$ cat config.mk
export PLATFORM = sky130hd
export DESIGN_NAME = clk_rst_sequencer
export DESIGN_NICKNAME = d
export VERILOG_FILES = /design/src/rtl/clk_rst_pkg.sv /design/src/rtl/sync_2ff.sv /design/src/rtl/clk_rst_sequencer.sv
export SDC_FILE = /design/constraint.sdc
export NUM_CORES = 1
export LEC_CHECK = 0
export ABC_AREA = 1
export BUFFER_PORTS_ARGS = -buffer_cell sky130_fd_sc_hd__buf_4
export CAP_MARGIN = 15
export CORE_ASPECT_RATIO = 0.7
export CORE_UTILIZATION = 50
export DETAILED_ROUTE_END_ITERATION = 12
export PLACE_DENSITY = 0.74
export SYNTH_ARGS = -nofsm -noshare
export SYNTH_HDL_FRONTEND = slang
export SYNTH_SLANG_ARGS = --single-unit
$ cat constraint.sdc
create_clock -name clk_osc -period 2.2 [get_ports clk_osc]
set_input_delay 0.55 -clock clk_osc [delete_from_list [all_inputs] [get_ports clk_osc]]
set_output_delay 0.55 -clock clk_osc [all_outputs]
set_load 0.1 [all_outputs]
$ cat src/rtl/clk_rst_pkg.sv
// Shared constants for the clock/reset power-up sequencer: state encodings,
// widths and the state-to-output decode used by the registered output stage.
package clk_rst_pkg;

    localparam int STATE_W = 3;
    localparam int CNT_W   = 16;
    localparam int RETRY_W = 2;

    localparam logic [STATE_W-1:0] S_PWR     = 3'd0;
    localparam logic [STATE_W-1:0] S_LOCK    = 3'd1;
    localparam logic [STATE_W-1:0] S_MCB_RST = 3'd2;
    localparam logic [STATE_W-1:0] S_CALIB   = 3'd3;
    localparam logic [STATE_W-1:0] S_REL     = 3'd4;
    localparam logic [STATE_W-1:0] S_RUN     = 3'd5;
    localparam logic [STATE_W-1:0] S_RETRY   = 3'd6;
    localparam logic [STATE_W-1:0] S_FAULT   = 3'd7;

    typedef struct packed {
        logic pll_rst;
        logic mcb_rst;
        logic fb_rst_req;
        logic pix_rst_req;
        logic init_done;
        logic fault;
    } seq_out_t;

    // Everything held in reset unless the state explicitly lets it go.
    function automatic seq_out_t decode_outputs(input logic [STATE_W-1:0] s);
        seq_out_t o;
        o = '{pll_rst: 1'b1, mcb_rst: 1'b1, fb_rst_req: 1'b1, pix_rst_req: 1'b1,
              init_done: 1'b0, fault: 1'b0};
        case (s)
            S_LOCK, S_MCB_RST: o.pll_rst = 1'b0;
            S_CALIB: begin
                o.pll_rst = 1'b0;
                o.mcb_rst = 1'b0;
            end
            S_REL: begin
                o.pll_rst    = 1'b0;
                o.mcb_rst    = 1'b0;
                o.fb_rst_req = 1'b0;
            end
            S_RUN: begin
                o.pll_rst     = 1'b0;
                o.mcb_rst     = 1'b0;
                o.fb_rst_req  = 1'b0;
                o.pix_rst_req = 1'b0;
                o.init_done   = 1'b1;
            end
            S_FAULT: o.fault = 1'b1;
            default: ;
        endcase
        return o;
    endfunction

endpackage

$ cat src/rtl/sync_2ff.sv
// Single-bit two-flop synchronizer, asynchronously cleared to 0.
module sync_2ff (
    input  logic clk,
    input  logic rst_n,
    input  logic d,
    output logic q
);

    logic meta;

    always_ff @(posedge clk or negedge rst_n) begin
        if (!rst_n) begin
            meta <= 1'b0;
            q    <= 1'b0;
        end else begin
            meta <= d;
            q    <= meta;
        end
    end

endmodule

$ cat src/rtl/clk_rst_sequencer.sv
// Power-up / recovery sequencer: PLL/DCM reset, lock wait, MCB reset and
// calibration, then staggered release of frame-buffer and pixel resets.
module clk_rst_sequencer
    import clk_rst_pkg::*;
#(
    parameter int unsigned PWR_WAIT_CYC  = 16,
    parameter int unsigned LOCK_TIMEOUT  = 40000,
    parameter int unsigned MCB_RST_CYC   = 8,
    parameter int unsigned CALIB_TIMEOUT = 60000,
    parameter int unsigned STAGGER_CYC   = 4,
    parameter int unsigned MAX_RETRY     = 3
) (
    input  logic               clk_osc,
    input  logic               reset_n,
    input  logic               i_pll_lock,
    input  logic               i_dcm_locked,
    input  logic               i_bufpll_mcb_lock,
    input  logic               i_calib_done,
    input  logic               i_restart,
    output logic               o_pll_rst,
    output logic               o_mcb_rst,
    output logic               o_frame_buf_rst_req,
    output logic               o_pix_rst_req,
    output logic               o_init_done,
    output logic               o_fault,
    output logic [STATE_W-1:0] o_state,
    output logic [RETRY_W-1:0] o_retry_cnt
);

    localparam logic [CNT_W-1:0]   PWR_LAST   = CNT_W'(PWR_WAIT_CYC - 1);
    localparam logic [CNT_W-1:0]   LOCK_LAST  = CNT_W'(LOCK_TIMEOUT - 1);
    localparam logic [CNT_W-1:0]   MCB_LAST   = CNT_W'(MCB_RST_CYC - 1);
    localparam logic [CNT_W-1:0]   CALIB_LAST = CNT_W'(CALIB_TIMEOUT - 1);
    localparam logic [CNT_W-1:0]   STAG_LAST  = CNT_W'(STAGGER_CYC - 1);
    localparam logic [RETRY_W-1:0] RETRY_LIM  = RETRY_W'(MAX_RETRY);

    logic [STATE_W-1:0] state, state_nxt;
    logic [CNT_W-1:0]   cnt;
    logic [RETRY_W-1:0] retry_cnt;
    seq_out_t           outs_q;

    logic [3:0] sync_d, sync_q;
    logic       pll_lock_s, dcm_locked_s, bufpll_mcb_lock_s, calib_done_s, lock_all_s;

    // Status is masked while its source is held in reset, so a stale lock or
    // calibration from a previous attempt is flushed before it can be trusted.
    assign sync_d = {i_pll_lock        & ~outs_q.pll_rst,
                     i_dcm_locked      & ~outs_q.pll_rst,
                     i_bufpll_mcb_lock & ~outs_q.pll_rst,
                     i_calib_done      & ~outs_q.mcb_rst};

    for (genvar i = 0; i < 4; i++) begin : g_sync
        sync_2ff u_sync (
            .clk   (clk_osc),
            .rst_n (reset_n),
            .d     (sync_d[i]),
            .q     (sync_q[i])
        );
    end

    assign {pll_lock_s, dcm_locked_s, bufpll_mcb_lock_s, calib_done_s} = sync_q;
    assign lock_all_s = pll_lock_s & dcm_locked_s & bufpll_mcb_lock_s;

    always_comb begin
        state_nxt = state;
        if (i_restart) begin
            state_nxt = S_PWR;
        end else begin
            case (state)
                S_PWR:     if (cnt == PWR_LAST) state_nxt = S_LOCK;
                S_LOCK: begin
                    if (lock_all_s)              state_nxt = S_MCB_RST;
                    else if (cnt == LOCK_LAST)   state_nxt = S_RETRY;
                end
                S_MCB_RST: begin
                    if (!lock_all_s)             state_nxt = S_RETRY;
                    else if (cnt == MCB_LAST)    state_nxt = S_CALIB;
                end
                S_CALIB: begin
                    if (!lock_all_s)             state_nxt = S_RETRY;
                    else if (calib_done_s)       state_nxt = S_REL;
                    else if (cnt == CALIB_LAST)  state_nxt = S_RETRY;
                end
                S_REL: begin
                    if (!lock_all_s || !calib_done_s) state_nxt = S_RETRY;
                    else if (cnt == STAG_LAST)        state_nxt = S_RUN;
                end
                S_RUN:     if (!lock_all_s || !calib_done_s) state_nxt = S_RETRY;
                // retry_cnt already holds the incremented value here.
                S_RETRY:   state_nxt = (retry_cnt >= RETRY_LIM) ? S_FAULT : S_PWR;
                S_FAULT:   state_nxt = S_FAULT;
                default:   state_nxt = S_PWR;
            endcase
        end
    end

    always_ff @(posedge clk_osc or negedge reset_n) begin
        if (!reset_n) begin
            state     <= S_PWR;
            cnt       <= '0;
            retry_cnt <= '0;
            outs_q    <= decode_outputs(S_PWR);
        end else begin
            state  <= state_nxt;
            cnt    <= (state_nxt != state || i_restart) ? '0 : cnt + CNT_W'(1);
            outs_q <= decode_outputs(state_nxt);
            if (i_restart)
                retry_cnt <= '0;
            else if (state_nxt == S_RETRY && retry_cnt != '1)
                retry_cnt <= retry_cnt + RETRY_W'(1);
        end
    end

    assign o_pll_rst           = outs_q.pll_rst;
    assign o_mcb_rst           = outs_q.mcb_rst;
    assign o_frame_buf_rst_req = outs_q.fb_rst_req;
    assign o_pix_rst_req       = outs_q.pix_rst_req;
    assign o_init_done         = outs_q.init_done;
    assign o_fault             = outs_q.fault;
    assign o_state             = state;
    assign o_retry_cnt         = retry_cnt;

endmodule

# Word level (Yosys, flattened, before mapping)
# Index checks and enable logic that the tools add are counted.
# totals
wordCells,81
out_inout_bits,11
regBits,35
input_bits,7
# classes
n_reduce_logical,10
addsub,2
bitwise,8
mux,22
n_lt_le_gt_ge,1
n_eq_ne,21
# op_table
op,n
$mux W3,13
$eq A16 B16 Y1 const B,2
$eq A3 B3 Y1 const B,8
$pmux W3 S8,1
$add A16 B1 Y16 const B,1
$eq A16 B2 Y1 const B,1
$eq A16 B3 Y1 const B,1
$eq A16 B4 Y1 const B,1
$mux W16,1
$eq A3 B2 Y1 const B,4
$and A1 B1 Y1,6
$eq A3 B1 Y1 const B,2
$mux W2,3
$reduce_or A5 Y1,1
$mux W1,4
$logic_not A3 Y1,1
$ne A3 B3 Y1,1
$reduce_or A3 Y1,1
$add A2 B1 Y2 const B,1
$ge A2 B2 Y1 const B,1
$logic_not A1 Y1,2
$logic_or A1 B1 Y1,2
$ne A2 B2 Y1 const B,1
$not A1 Y1,2
other kinds (3),3

# Logic depth before layout (Yosys ltp)
# Gate-level depths: netlist of the first run.
# depth
ltp_word,11
depth_mapped,16
ltp_nobuf,15

# Hierarchy
# Synthesis of the first run repeated with hierarchy kept, for this count alone.
# hier_totals
cells_unflattened,238
hier_area_um2,1975.6
# modules_own_cells
module,cells_each,instances,seq_area_each_um2,area_per_inst_um2
clk_rst_sequencer,230,1,680.7,1775.5
sync_2ff,2,4,50.0,50.0

# Worst setup path before layout of the first run
# No wires, ideal clock.
# synth_timing
path_kind,reg2reg
start,"register state[1], in the netlist o_state[1]"
end,register cnt[12]
setup_ns,0.121
stages_incl_launch_ff,15
t_arrival_ns,2.219
path_buffers,1
path_slack_ns,-0.139
required_ns,2.079
period_less_slack_ns,2.339
cell_sequence,dfrtp_1 > inv_2 > nor2_2 > inv_2 > a21oi_2 > nand2_1 > a21oi_1 > nand2_1 > nand2_1 > nand2_2 > nand2_2 > nand2_2 > nand2_4 > buf_8 > nor2_2
# synth_between
elab_chain_len,8
elab_cells_between_ends,24
classes_between,8 x eq/ne; 14 x mux; 2 x reduce/logical
# synth_rtl
element,line_no,rtl
"start, declared",clk_rst_sequencer.sv:37,"logic [STATE_W-1:0] state, state_nxt;"
"start signal, assigned",clk_rst_sequencer.sv:104,state <= state_nxt;
$mux W3,clk_rst_sequencer.sv:82,else if (cnt == CALIB_LAST) state_nxt = S_RETRY;
$mux W3,clk_rst_sequencer.sv:81,else if (calib_done_s) state_nxt = S_REL;
$mux W3,clk_rst_sequencer.sv:80,if (!lock_all_s) state_nxt = S_RETRY;
$pmux W3 S8,clk_rst_sequencer.sv:69,case (state)
$mux W3,clk_rst_sequencer.sv:66,if (i_restart) begin
$ne A3 B3 Y1 (*),clk_rst_sequencer.sv:105,cnt <= (state_nxt != state || i_restart) ? '0 : cnt + CNT_W'(1);
$logic_or A1 B1 Y1 (*),clk_rst_sequencer.sv:105,
$mux W16 (*),clk_rst_sequencer.sv:105,
"end signal, assigned",clk_rst_sequencer.sv:105,
"end, declared",clk_rst_sequencer.sv:38,logic [CNT_W-1:0] cnt;
# Mark *: on every way between the ends. The rest lies on a longest branch, timed or not.
# A chain may end at the register's enable or synchronous reset.

# Worst setup path in the final report of the first run
# layout_timing
start,"register retry_cnt[0], in the netlist o_retry_cnt[0]"
end,register cnt[12]
# layout_between
elab_chain_len,7
# layout_rtl
element,line_no,rtl
"start, declared",clk_rst_sequencer.sv:39,logic [RETRY_W-1:0] retry_cnt;
"start signal, assigned",clk_rst_sequencer.sv:110,retry_cnt <= retry_cnt + RETRY_W'(1);
$ge A2 B2 Y1,clk_rst_sequencer.sv:90,S_RETRY: state_nxt = (retry_cnt >= RETRY_LIM) ? S_FAULT : S_PWR;
$mux W3,clk_rst_sequencer.sv:90,
$pmux W3 S8,clk_rst_sequencer.sv:69,
$mux W3,clk_rst_sequencer.sv:66,
$ne A3 B3 Y1,clk_rst_sequencer.sv:105,
$logic_or A1 B1 Y1,clk_rst_sequencer.sv:105,
$mux W16,clk_rst_sequencer.sv:105,
# Every way passes these cells.

==> run summary, run 1 <==
residual DRC count: 0
Max Cap Viol: 0
initial core utilization: 0.536
fin area: 2240 µm²
clock sink count: 35
number of global-route vias before repair: 1362
Synth Instances: 248
Die X: 76.3 µm
routability-driven placement congestion ratio: 0.840
GR Overflow Total: 0
clock slew seen by the registers of the worst setup and hold paths: 0.08 ns
pin count of the biggest net entering global routing: 36
I/O pins: 18
Final Max Tran Viols: 0
P_int: 0.00101 W
Synth area leader: dfrtp_1
DR iter-0 viols: 155
Setup TNS: 0 ns
Core Rows: 18
total track usage: 0.209
switching power: 0.000281 W
Most common cell on crit path: nand2_1
number of synthesized flops with an enable pin: 0
leakage: 1.15 nW
Setup WS post-layout: 0.270 ns
Max clock buf depth: 2
post-route ant nets: 0
final antenna diode count: 0
most frequent cell after synthesis: nand2_1
clk_lat worst skew: 0.29 ns
RSZ-0062 raised after global routing: no
Post-Route WL: 3880 µm
clock tree root driver cell: clkbuf_8
fin crit share: 0.877
Avg Inst Size Synth: 7.78 µm²
status: completed
min cycle time layout: 1.93 ns
CTS tree: yes
critical-path cell list: ha_1 > inv_1 > nand2_1 > nand2_1 > nand3_1 > a21oi_1 > nand2_1 > nand2_2 > nand2_1 > nand2_1 > nand2_1 > inv_2 > nand2_8 > nor2_2
fmax: 0.518 GHz
sequential share of power: 0.507
via density per instance: 4.97
Final Skew: 0.00605 ns
R2R cell count: 14
chip height: 54.0 µm
global-route wire length before repair: 6340 µm
synthesized cell area: 1930 µm²
delay-heaviest family, CP: simple AND/OR/NAND/NOR gates
post-placement setup slack: 0.269 ns
CP Max Fanout: 16
CTS Buf Count: 5
Crit. path cell count: 14
Slew headroom: 0.717
sequential element share of the synthesized area: 0.456
worst vdd ir: 0.419 mV
Nets: 281
Synth area leaders: dfrtp_1 40%, nand2_1 11%, nor2_1 8.6%
Worst EP required: 2.42 ns
Logic pwr share: 0.037
crit path DAT: 2.15 ns
Hold Path Class: in2async
final setup violation count: 0
pwr/cell area: 576 nW/µm²
Worst path slowest cell: dfrtp_2
Setup Buffers After CTS: 0
syn_nets: 258
CP startpoint kind: register
DIE AREA: 4120 µm²
ys flop type: dfrtp_1
TritonRoute pass-1 iters: 4
initial antenna violation count: 0
Hold Vio Cnt, Final: 0
CP max stage delay: 0.42 ns
unique cell type count in the Yosys netlist: 23
Ys Warns: 0
fillers: 320
kind of critical path: reg2reg
DR WL/cell: 12.0 µm
CTS H-tree depth: 2
FFs w/ async S/R, synth: 1.00
most frequent cells after synthesis: 58 x nand2_1, 44 x nor2_1, 33 x inv_1
Net Sw Frac: 0.218
Least-Margin Pin Slew: 0.425 ns
Worst setup EP type: register
top cell type's share of synthesized area: 0.402
Area Growth Syn to Fin: 15.9%
DP Wirelength: 2850 µm
CP Buf/Inv Count: 2
clock power share: 0.456
core area: 3600 µm²
IO buf count: 17
placed cell areas: 2110 µm²
via count: 1600
number of synthesized register bits: 35
layout cell share with drive strength beyond 1: 0.224
area by class of cell:
type | instances | area, µm² | area share
multi-input combinational | 173 | 897 | 0.401
sequential | 35 | 887 | 0.397
inverter | 39 | 146 | 0.0654
timing repair buffer | 17 | 128 | 0.0570
clock buffer | 5 | 68.8 | 0.0308
tap | 50 | 62.6 | 0.0280
clock inverter | 3 | 47.5 | 0.0213
flip-flops by register name, indices dropped and copies added (netlist names):
register,flops
o_pix_rst_req,1
cnt,16
o_mcb_rst,1
o_fault,1
g_sync.u_sync.q,4
o_pll_rst,1
o_frame_buf_rst_req,1
o_retry_cnt,2
o_state,3
o_init_done,1
g_sync.u_sync.meta,4
stage by stage:
stage          power [W]  utilization  instances  hold WS, ns
6_report         0.00129        0.621        322        0.186
5_1_grt          0.00134        0.621        322        0.234
4_1_cts          0.00131        0.618        322        0.207
3_5_place_dp    0.000714        0.586        314        0.337
3_3_place_gp    0.000712        0.586        314        0.333
2_1_floorplan   0.000689            -        248        0.254
power groups by stage:
stage,combinational [W],clock [W],sequential [W]
6_report,0.0000475,0.000587,0.000653
5_1_grt,0.0000553,0.000633,0.000653
4_1_cts,0.0000480,0.000604,0.000653
3_5_place_dp,0.0000482,0,0.000666
3_3_place_gp,0.0000468,0,0.000665
2_1_floorplan,0.0000248,0,0.000665
cells in the final DEF, fill, tap and decap left out, types with 5 or more instances in the layout:
cell / Yosys / final
a21oi_1: 5 / 5
buf_4: 0 / 17
clkbuf_8: 0 / 5
dfrtp_1: 31 / 26
dfrtp_2: 0 / 5
inv_1: 33 / 33
inv_2: 6 / 6
nand2_1: 58 / 58
nand2_2: 5 / 5
nand3_1: 19 / 19
nor2_1: 44 / 44
nor2_2: 10 / 10
xor2_1: 9 / 9
worst paths after layout:
path                                       startpoint             endpoint  slack, ns
worst max-delay path                   o_retry_cnt[0]              cnt[12]       0.27
worst min-delay path                          reset_n               cnt[7]       0.19
worst max register to register         o_retry_cnt[0]              cnt[12]       0.27
worst min register to register  g_sync[3].u_sync.meta   g_sync[3].u_sync.q       0.35
max in group asynchronous                     reset_n  o_frame_buf_rst_req       1.67
min in group clk_osc            g_sync[3].u_sync.meta   g_sync[3].u_sync.q       0.35
kinds of logic after synthesis:
group,after synthesis,share of synthesized area
adders and majority gates,3,0.0194
xor gates and xnor gates,13,0.0590
AOI/OAI and AO/OA,7,0.0214
buffers and inverters,40,0.0836
and+or+nand+nor,150,0.360
DFF,35,0.456
what timing repair did:
item | CTS | global route
gates resized for setup | 0 | 1
hold buffers | 0 | 0
endpoints found under the setup margin | 0 | 2
layer usage:
metal	track usage	up-vias	routed length [µm]	share of wire
met3	0.0525	11	337	0.087
met4	0.103	0	90	0.023
li1	-	802	-	-
met2	0.294	59	1580	0.41
met1	0.300	728	1870	0.48
met5	0	-	0	0
(Power assumes the default switching activity.)
==> run 2, diff against run 1 <==
--- a/config.mk
+++ b/config.mk
@@ -5,7 +5,7 @@
 export SDC_FILE = /design/constraint.sdc
 export NUM_CORES = 1
 export LEC_CHECK = 0
-export ABC_AREA = 1
+export ABC_CLOCK_PERIOD_IN_PS = 2200
 export BUFFER_PORTS_ARGS = -buffer_cell sky130_fd_sc_hd__buf_4
 export CAP_MARGIN = 15
 export CORE_ASPECT_RATIO = 0.7
==> run summary, run 2 <==
critical-path cell list: or4_4 > nor4b_4 > a31oi_2 > and2_4 > or4b_4 > or3_4 > a31o_1
ys flop type: dfrtp_1
initial core utilization: 0.549
chip height: 52.2 µm
number of synthesized register bits: 35
placed cell count: 284
most frequent cells after synthesis: 31 x dfrtp_1, 31 x nor2_1, 12 x nand2_1
Least-Margin Pin Slew: 0.583 ns
CTS Buf Count: 5
Worst path slowest cell: or4_4
post-route ant nets: 0
kind of critical path: reg2reg
Avg Inst Size Synth: 9.82 µm²
DP Wirelength: 3360 µm
CP max stage delay: 0.56 ns
final antenna diode count: 0
DR WL/cell: 16.9 µm
Worst setup EP type: register
TritonRoute pass-1 iters: 4
total track usage: 0.284
Synth area leaders: dfrtp_1 43%, nor2_1 6.5%, dfstp_2 5.8%
most common cell after layout, fill and taps aside: buf_4
pwr/cell area: 444 nW/µm²
DR iter-0 viols: 159
worst vdd ir: 0.428 mV
Area Growth Syn to Fin: 44.4%
routability-driven placement congestion ratio: 0.854
DIE AREA: 3840 µm²
status: finished with violations
R2R Path End: o_retry_cnt[1]
Worst EP required: 2.37 ns
R2R cell count: 7
Final Skew: 0.0121 ns
Hold Vio Cnt, Final: 0
unique cell type count in the Yosys netlist: 49
global-route wire length before repair: 7770 µm
reg-to-reg startpoint: cnt[9]
Critical path destination: o_retry_cnt[1]
core area: 3280 µm²
Synth area leader: dfrtp_1
residual DRC count: 0
layout cell share with drive strength beyond 1: 0.418
# hold bufs at CTS: 0
min cycle time layout: 2.82 ns
Max clock buf depth: 2
clock sink count: 35
Hold Path Class: in2async
leakage: 1.15 nW
R2R setup slack: -0.62 ns
non-filler instance count after layout: 298
failing checks: negative setup slack
CP Max Fanout: 3
via count: 1730
clock tree root driver cell: clkbuf_8
Post-Route WL: 5040 µm
largest registers: cnt x16, g_sync.u_sync.meta x4, g_sync.u_sync.q x4
Nets: 260
most frequent cells in the layout: 61 x buf_4, 31 x nor2_1, 26 x dfrtp_1
top cell type's share of synthesized area: 0.432
clock slew seen by the registers of the worst setup and hold paths: 0.07 ns
Slew headroom: 0.609
clk_lat worst skew: 0.29 ns
RSZ-0062 raised after global routing: yes
Final Max Tran Viols: 0
Setup WS post-layout: -0.619 ns
final setup violation count: 24
Die X: 73.7 µm
Core Rows: 17
pin count of the biggest net entering global routing: 36
Max Cap Viol: 0
Biggest register: cnt
syn_nets: 193
CTS H-tree depth: 2
Setup TNS: -5.50 ns
CP startpoint kind: register
number of synthesized flops with an enable pin: 0
synthesized cell area: 1800 µm²
post-placement setup slack: -0.563 ns
via density per instance: 5.81
crit path DAT: 2.99 ns
max FFs per register: 16
fmax: 0.355 GHz
sequential element share of the synthesized area: 0.490
FFs w/ async S/R, synth: 1.00
fin crit share: 1.28
IO buf count: 17
I/O pins: 18
CP Launch Point: cnt[9]
number of global-route vias before repair: 1632
GR Overflow Total: 0
Synth Instances: 183
initial antenna violation count: 0
CTS tree: yes
Ys Warns: 0
==> run 2: cell families after synthesis <==
group / share of synthesized area
adders and majority gates: 0.0209
AOI/OAI and AO/OA: 0.109
buffers and inverters: 0.0188
and+or+nand+nor: 0.292
DFF: 0.490
xor gates and xnor gates: 0.0682
==> run 2: final cells by class <==
cell class,instances,area (µm²)
clock buffer,8,80.1
fill,221,681
inverter,5,18.8
multi-input combinational,139,1050
sequential,35,897
tap,47,58.8
timing repair buffer,64,492
==> run 2: worst min path at each step <==
stage / startpoint / slack (ns) / end
floorplan: reset_n / 0.25 / cnt[0]
global placement: g_sync[0].u_sync.meta / 0.34 / g_sync[0].u_sync.q
detailed placement: g_sync[2].u_sync.meta / 0.34 / g_sync[2].u_sync.q
CTS: reset_n / 0.21 / cnt[11]
global route: reset_n / 0.23 / cnt[12]
finish: reset_n / 0.20 / cnt[11]
==> run 2: metal layers <==
metal / wire length, µm / track usage / vias to the layer above / share of wire
met2: 2310 / 0.427 / 89 / 0.46
met5: 0 / 0 / - / 0
li1: - / - / 779 / -
met3: 410 / 0.0698 / 18 / 0.081
met1: 2200 / 0.396 / 844 / 0.44
met4: 122 / 0.106 / 0 / 0.024
==> run 2: through the flow <==
stage	instance area [µm²]	total power (W)	util	hold slack, ns
after floorplan	1860	0.000680	-	0.254
after global placement	2320	0.000712	0.707	0.336
after detailed placement	2320	0.000717	0.707	0.336
after CTS	2460	0.00116	0.752	0.208
after global routing	2590	0.00119	0.792	0.231
final	2590	0.00115	0.792	0.197
==> run 2: report_power, final <==
part           internal (W)  switching (W)
clock              0.000225       0.000222
combinational     0.0000218      0.0000330
sequential         0.000648     0.00000233
==> run 2: repair_timing <==
| action | 4_1_cts | 5_1_grt |
|---|---|---|
| pin swaps | 4 | 3 |
| endpoints found under the hold margin | 0 | 0 |
| gates cloned | 0 | 0 |
| gates resized for setup | 14 | 17 |
| setup endpoints to repair | 24 | 25 |
| setup buffers | 4 | 5 |
==> run 2: critical path, delay by kind of cell (launching register included) <==
family | cells | cell delay, ns
AOI/OAI and AO/OA | 2 | 0.38
DFF | 1 | 0.40
and+or+nand+nor | 5 | 1.92
==> run 3, diff against run 2 <==
--- a/config.mk
+++ b/config.mk
@@ -5,13 +5,14 @@
 export SDC_FILE = /design/constraint.sdc
 export NUM_CORES = 1
 export LEC_CHECK = 0
-export ABC_CLOCK_PERIOD_IN_PS = 2200
+export ABC_CLOCK_PERIOD_IN_PS = 2400
 export BUFFER_PORTS_ARGS = -buffer_cell sky130_fd_sc_hd__buf_4
 export CAP_MARGIN = 15
 export CORE_ASPECT_RATIO = 0.7
+export CORE_MARGIN = 4
 export CORE_UTILIZATION = 50
 export DETAILED_ROUTE_END_ITERATION = 12
-export PLACE_DENSITY = 0.74
+export PLACE_DENSITY = 0.77
 export SYNTH_ARGS = -nofsm -noshare
 export SYNTH_HDL_FRONTEND = slang
 export SYNTH_SLANG_ARGS = --single-unit
==> constraint.sdc (replaced) <==
create_clock -name clk_osc -period 2.4 [get_ports clk_osc]
set_input_delay 0.6 -clock clk_osc [delete_from_list [all_inputs] [get_ports clk_osc]]
set_output_delay 0.6 -clock clk_osc [all_outputs]
set_load 0.005 [all_outputs]
==> run summary, run 3 (synthesis gave the netlist of run 2 again) <==
Core Rows: 17
initial antenna violation count: 0
Max clock buf depth: 2
total track usage: 0.218
leakage: 1.07 nW
status: finished with violations
Worst path slowest cell: or4_4
CP startpoint kind: register
Max Cap Viol: 0
DIE AREA: 4630 µm²
largest registers: cnt x16, g_sync.u_sync.meta x4, g_sync.u_sync.q x4
fmax: 0.367 GHz
Hold Path Class: in2async
DR WL/cell: 16.5 µm
Hold Vio Cnt, Final: 0
CP Launch Point: cnt[14]
layout cell share with drive strength beyond 1: 0.336
Post-Route WL: 4720 µm
GR Overflow Total: 0
max FFs per register: 16
Slew headroom: 0.659
clock sink count: 35
Least-Margin Pin Slew: 0.510 ns
Setup WS post-layout: -0.323 ns
min cycle time layout: 2.72 ns
routability-driven placement congestion ratio: 1.06
I/O pins: 18
via count: 1675
via density per instance: 5.88
DP Wirelength: 3290 µm
Area Growth Syn to Fin: 35.1%
# hold bufs at CTS: 0
critical-path cell list: or4_4 > nor4b_4 > a31oi_2 > and2_4 > or4b_4 > or3_1 > a31o_1
placed cell areas: 2180 µm²
clock slew seen by the registers of the worst setup and hold paths: 0.07 ns
CP Buf/Inv Count: 0
post-placement setup slack: -0.319 ns
R2R Path End: o_retry_cnt[1]
fin area: 2430 µm²
IO buf count: 17
CTS H-tree depth: 2
number of global-route vias before repair: 1561
most frequent cells in the layout: 46 x buf_4, 31 x nor2_1, 31 x dfrtp_1
DR iter-0 viols: 254
reg-to-reg startpoint: cnt[14]
initial core utilization: 0.545
clk_lat worst skew: 0.29 ns
most common cell after layout, fill and taps aside: buf_4
final setup violation count: 24
delay-heaviest family, CP: simple AND/OR/NAND/NOR gates
chip height: 58.2 µm
TritonRoute pass-1 iters: 6
failing checks: negative setup slack
final antenna diode count: 0
global-route wire length before repair: 7650 µm
worst vdd ir: 0.371 mV
Worst EP required: 2.59 ns
CP max stage delay: 0.57 ns
pwr/cell area: 490 nW/µm²
kind of critical path: reg2reg
Nets: 247
pin count of the biggest net entering global routing: 36
residual DRC count: 0
CTS tree: yes
post-route ant nets: 0
core area: 3300 µm²
Final Skew: 0.00307 ns
Final Max Tran Viols: 0
Biggest register: cnt
fin crit share: 1.13
CTS Buf Count: 5
clock tree root driver cell: clkbuf_8
RSZ-0062 raised after global routing: yes
CP Max Fanout: 4
R2R setup slack: -0.32 ns
crit path DAT: 2.91 ns
Worst setup EP type: register
R2R cell count: 7
Die X: 79.7 µm
==> run 3: per-layer routing <==
metal,wire [µm],vias up,global-route usage
li1,-,759,-
met2,2070,100,0.315
met1,2130,794,0.320
met4,110,0,0.0784
met3,411,22,0.0466
met5,0,-,0
==> run 3: metrics by stage <==
stage / utilization / hold WS [ns] / cells / total power, W / setup TNS [ns]
4_1_cts: 0.721 / 0.251 / 283 / 0.00120 / -1.06
2_1_floorplan: - / 0.304 / 183 / 0.000622 / -0.349
3_5_place_dp: 0.662 / 0.336 / 270 / 0.000653 / -1.88
3_3_place_gp: 0.662 / 0.332 / 270 / 0.000650 / -1.58
6_report: 0.736 / 0.237 / 285 / 0.00119 / -3.74
5_1_grt: 0.736 / 0.265 / 285 / 0.00124 / -5.66
==> run 3: timing repair <==
action / CTS / global route
buffers inserted: 5 / 2
hold endpoints to repair: 0 / 0
gates resized for setup: 11 / 7
pin swaps: 6 / 3
endpoints found under the setup margin: 22 / 24
==> run 3: area by class of cell <==
| cell class | instances | area [µm²] |
|---|---|---|
| Clock buffer | 5 | 68.8 |
| Clock inverter | 3 | 47.5 |
| Sequential cell | 35 | 881 |
| Inverter | 5 | 18.8 |
| Timing Repair Buffer | 51 | 410 |
| Tap cell | 47 | 58.8 |
| Multi-Input combinational cell | 139 | 942 |
| Fill cell | 234 | 870 |
==> run 3: worst reg2reg max path, cell delays in order (launching register included) <==
cell	delay, ns
dfrtp_1	0.41
or4_4	0.57
nor4b_4	0.28
a31oi_2	0.15
and2_4	0.18
or4b_4	0.50
or3_1	0.34
a31o_1	0.18
==> run 3: how the worst max path moves through the flow <==
| stage | slack [ns] | end | cells after the start |
|---|---|---|---|
| final | -0.32 | o_retry_cnt[1] | 7 |
| after global routing | -0.37 | o_retry_cnt[1] | 7 |
| after floorplan | -0.21 | o_retry_cnt[1] | 7 |
| after detailed placement | -0.32 | o_retry_cnt[0] | 7 |
| after global placement | -0.21 | o_retry_cnt[1] | 7 |
| after CTS | -0.26 | o_retry_cnt[1] | 7 |
==> run 3: where the power goes <==
group / switching [W] / internal [W]
clock: 0.000234 / 0.000315
combinational: 0.0000270 / 0.0000182
sequential: 0.00000243 / 0.000594
total: 0.000263 / 0.000926
